## config.mk

```make
export PLATFORM = sky130hd
export DESIGN_NAME = compare_8bit
export DESIGN_NICKNAME = d
export VERILOG_FILES = /design/src/rtl/compare_8bit.sv
export SDC_FILE = /design/constraint.sdc
export NUM_CORES = 1
export LEC_CHECK = 0
export CORE_MARGIN = 2
export CORE_UTILIZATION = 47
export DETAILED_ROUTE_END_ITERATION = 12
export PLACE_DENSITY = 0.83
export SYNTH_ARGS = -nofsm -noshare
export SYNTH_HDL_FRONTEND = slang
export SYNTH_SLANG_ARGS = --single-unit
export TNS_END_PERCENT = 50
```

## constraint.sdc

```tcl
create_clock -name clk -period 5 [get_ports clk]
set_input_delay 1 -clock clk [delete_from_list [all_inputs] [get_ports clk]]
set_output_delay 1 -clock clk [all_outputs]
set_load 0.03 [all_outputs]
```

## src/rtl/compare_8bit.sv

```systemverilog
// Unsigned magnitude/equality comparator: combinational equal flag, registered
// eq/gt/lt flags, equality rising-edge pulse and a saturating match counter.
module compare_8bit #(
   parameter int unsigned WIDTH = 8,
   parameter int unsigned CNT_W = 16
) (
   input  logic             clk,
   input  logic             rst,
   input  logic [WIDTH-1:0] a,
   input  logic [WIDTH-1:0] b,
   output logic             equal,
   output logic             eq_q,
   output logic             gt_q,
   output logic             lt_q,
   output logic             eq_rise,
   output logic [CNT_W-1:0] match_cnt
);

   localparam logic [CNT_W-1:0] CNT_MAX = '1;

   logic eq_c;
   logic gt_c;
   logic lt_c;

   // Exactly one of these holds for any operand pair.
   always_comb begin
      eq_c = (a == b);
      gt_c = (a > b);
      lt_c = (a < b);
   end

   assign equal = eq_c;

   always_ff @(posedge clk) begin
      if (rst) begin
         eq_q      <= 1'b0;
         gt_q      <= 1'b0;
         lt_q      <= 1'b0;
         eq_rise   <= 1'b0;
         match_cnt <= '0;
      end else begin
         eq_q    <= eq_c;
         gt_q    <= gt_c;
         lt_q    <= lt_c;
         eq_rise <= eq_c & ~eq_q;
         // Counter saturates at all-ones instead of wrapping.
         if (eq_c && (match_cnt != CNT_MAX)) begin
            match_cnt <= match_cnt + CNT_W'(1);
         end
      end
   end

endmodule

```

# Word-level counts from Yosys, hierarchy flattened
# Cells that the tools add are included.
[word_totals]
register_bits = 20
in_bits = 18
output_inout_bits = 21
word_cells = 13
[op_classes]
addsub = 1
order_cmp = 2
n_eq_ne = 2
n_bitwise = 2
n_reduce_logical = 1
[op_table]
columns = ["cell", "n"]
rows = [
  ["$add A16 B1 Y16 const B", 1],
  ["$ne A16 B16 Y1 const B", 1],
  ["$eq A8 B8 Y1", 1],
  ["$gt A8 B8 Y1", 1],
  ["$lt A8 B8 Y1", 1],
  ["$and A1 B1 Y1", 1],
  ["$logic_and A1 B1 Y1", 1],
  ["$not A1 Y1", 1],
]

# Longest topological paths before layout
# Gate-level depths: netlist of run 1.
[depth]
word_depth = 2
depth_mapped = 9
mapped_depth_nobuf = 8

# Worst setup path after synthesis of run 1
# No wires, ideal clock.
[synth_timing]
path_type = "input port to output port"
startpoint = "in b[5]"
endpoint = "out equal"
t_arrival_ps = 2027
t_required_ps = 4000
setup_slack_ps = 1973
path_stages = 6
n_path_buf = 1
path_cell_list = "inv_1 ha_1 nand4_1 or2_1 buf_2 inv_1"
[synth_via]
elab_chain_cells = 1
[synth_lines]
columns = ["item", "line_no", "rtl"]
rows = [
  ["start: declaration", "10", "input logic [WIDTH-1:0] b,"],
  ["$eq A8 B8 Y1", "27", "eq_c = (a == b);"],
  ["end: declaration", "11", "output logic equal,"],
]
# Every way passes these cells.

# Final worst setup path of run 1
# Same ends and word-level chain as after synthesis.

==> summary.md, run 1 <==
| Metric | Value |
|---|---|
| Htree depth | 1 |
| Max_cap viols | 0 |
| Commonest non-fill, non-tap cell in the layout | clkdlybuf4s50_1 |
| Power per standard cell area | 217 mW/mm² |
| Total power | 0.334 mW |
| Cells after Synth | 125 |
| Antenna violations before repair | 0 |
| Initial DRC Count | 18 |
| Worst skew pair latency | 300 ps |
| IR drop worst, VDD | 0.153 mV |
| Worst Setup Path Type | in -> out |
| Final-report hold violation count | 0 |
| Sequential share of the synthesized area | 36.3% |
| Initial DRT Pass Iterations | 4 |
| Pint | 0.264 mW |
| Crit start category | input port |
| Sum of negative setup slack | 0 ps |
| Post-CTS setup buffer count | 0 |
| RSZ-0062 raised after global routing | no |
| Commonest non-fill, non-tap cells in the layout | clkdlybuf4s50_1 (38), dfxtp_1 (20), nor2_1 (18) |
| Die Area | 0.00275 mm² |
| Fmax achieved | 0.235 GHz |
| Nets@finish | 190 |
| Synthesized area | 0.00110 mm² |
| Hold Path Depth | 1 |
| Hold Path Origin | eq_q |
| Final Cycle Share | 85.0% |
| Clock sink count | 20 |
| GPL Wtd Cong | 0.780 |
| Starting Density | 49.9% |
| Number of antenna diodes | 0 |
| Remaining Overflow, GRT | 0 |
| Post-layout minimum cycle time | 4250 ps |
| Largest net degree at the start of global routing | 21 |
| Footprint of the multi-input gates | 634 µm² |
| Post-route antenna net violation count | 0 |
| Chip height | 52.5 µm |
| Die X | 52.5 µm |
| Clock Path Buffers | 2 |
| Vias in the first global route | 1008 |
| EDFF count, synth | 0 |
| Clk root buf | clkbuf_4 |
| Synth area leaders | dfxtp_1 (36%), ha_1 (10%), xnor2_1 (8.7%), nor2_1 (6.1%), nor4_2 (5.7%) |
| Slew HR | 22.6% |
| Endpoint class of the critical path | output pin |
| Sw Share | 20.9% |
| CTS tree | yes |
| Status | finished, final reports clean |
| # setup viols final | 0 |
| Post-CTS resize count | 0 |
| Post-synth top area share | 36.3% |
| Detailed Place HPWL | 1.89 mm |
| FF+latch area | 400 µm² |
| Final Max Slew Viols | 0 |
| Layout Skew | 5.01 ps |
| Number of port buffers | 38 |
| Clock-pin slew on the worst setup and hold paths | 120 ps |
| Clock share of power | 40.2% |
| Worst Hold Class | reg -> reg |
| Core ar. | 0.00221 mm² |
| Syn Area/Cell | 8.83 µm² |
| Logic gate share of total power | 11.4% |
| CP Launch Point | b[5] |
| CTS Buf Count | 3 |
| Reg-to-reg startpoint | match_cnt[0] |
| Tot GR Track Use | 20.9% |
| First-pass GRT wire length | 4.30 mm |
| Post-synth ARST share | 0% |
| Synth unique cells | 32 |
| Final wirelength | 2.53 mm |
| Vias per std cell | 5.44 |
| Hold-fix buffer count after cts | 0 |
| DRC Markers | 0 |
| Synth Flop Type | dfxtp_1 |
| Site Rows | 17 |
| Worst-Margin Slew | 1150 ps |
| Area leader, netlist | dfxtp_1 |
| Req. time, crit path | 4000 ps |
| Arrival time worst endpoint | 3250 ps |
| Reg power frac | 48.4% |
| Yosys Warn Count | 0 |
| Yosys reg bits | 20 |
| Worst-path maximum fanout | 14 |
| Static leakage | 0.569 nW |
| Num ports | 39 |
| Syn_nets | 152 |
| Area Growth Syn to Fin | 39.6% |
| DR vias | 1034 |
| Worst R2R Setup Slack | 2570 ps |
| Routed wire per std cell | 13.3 µm |
| P_sw | 0.0698 mW |
| FILL cells | 178 |
| Share of cells above drive strength 1 | 5.56% |
| FF-to-FF path depth | 6 |
[metal layers]
layer / vias to the layer above / GRT usage, % / routed length [µm]
met1: 464 / 25.0 / 1040
met5: - / 0 / 0
li1: 513 / - / -
met2: 45 / 36.0 / 1270
met3: 12 / 3.14 / 141
met4: 0 / 9.83 / 81
[flip-flops by register name (all words and copies together) (netlist names)]
signal / count
eq_q: 1
gt_q: 1
match_cnt: 16
lt_q: 1
eq_rise: 1
[power by group through the flow]
stage	sequential [mW]	clock (mW)	combinational, mW
floorplan	0.168	0	0.0151
global placement	0.165	0	0.0368
detailed placement	0.165	0	0.0384
finish	0.161	0.134	0.0381
CTS	0.161	0.134	0.0386
global route	0.162	0.140	0.0421
[synth_stat cells, types with 2 or more instances]
| master | n |
|---|---|
| a21o_1 | 2 |
| a21oi_1 | 3 |
| clkbuf_1 | 2 |
| dfxtp_1 | 20 |
| ha_1 | 9 |
| inv_1 | 10 |
| nand2_1 | 5 |
| nand3_1 | 5 |
| nand4_1 | 6 |
| nor2_1 | 18 |
| nor3_1 | 4 |
| nor4_1 | 2 |
| nor4_2 | 5 |
| nor4b_1 | 2 |
| o21a_1 | 2 |
| o21ai_0 | 2 |
| xnor2_1 | 11 |
| xor2_1 | 3 |
[worst max-delay path, stage by stage]
cell             delay (ps)
clkdlybuf4s50_1         460
inv_1                    40
ha_1                    280
nand4_1                 160
or2_1                   450
inv_1                   160
clkdlybuf4s50_1         690
[per-stage QoR]
stage	setup slack [ps]	area, µm²	instances	hold slack (ps)	utilization (%)
after detailed placement	751	1490	186	417	67.3
after global placement	829	1490	186	454	67.3
final	749	1540	190	455	69.6
after floorplan	1970	1100	125	622	-
after CTS	747	1540	190	451	69.6
after global routing	626	1540	190	483	69.6
[final timing paths]
path,endpoint
setup / recovery,equal
hold / removal,eq_rise
setup reg to reg,match_cnt[5]
hold reg to reg,eq_rise
[cell type report]
cell class | instances | area share (%)
Tap cell | 28 | 2.27
Clock buffer | 3 | 1.46
Inverter | 10 | 2.44
Multi-Input combinational cell | 90 | 41.2
Sequential cell | 20 | 26.0
Clock inverter | 1 | 1.95
Timing Repair Buffer | 38 | 24.7
[cells by family (layout without fill, tap and decap cells)]
| family | count (synthesis) | count (layout) | synth area share, % |
|---|---|---|---|
| AO/OA/AOI/OAI | 12 | 12 | 7.14 |
| XOR/XNOR | 14 | 14 | 11.1 |
| adder cells (fa/ha/maj) | 9 | 9 | 10.2 |
| buffers and inverters | 15 | 52 | 6.24 |
| flip-flops | 20 | 20 | 36.3 |
| AND/OR/NAND/NOR | 55 | 55 | 29.0 |
Power figures use the tool's default switching activity.
==> run 2, diff against run 1 <==
--- a/config.mk
+++ b/config.mk
@@ -8,6 +8,7 @@
 export CORE_MARGIN = 2
 export CORE_UTILIZATION = 47
 export DETAILED_ROUTE_END_ITERATION = 12
+export GPL_TIMING_DRIVEN = 1
 export PLACE_DENSITY = 0.83
 export SYNTH_ARGS = -nofsm -noshare
 export SYNTH_HDL_FRONTEND = slang
==> results of run 2 <==
No change in the layout: final DEF, timing and power equal those of run 1.
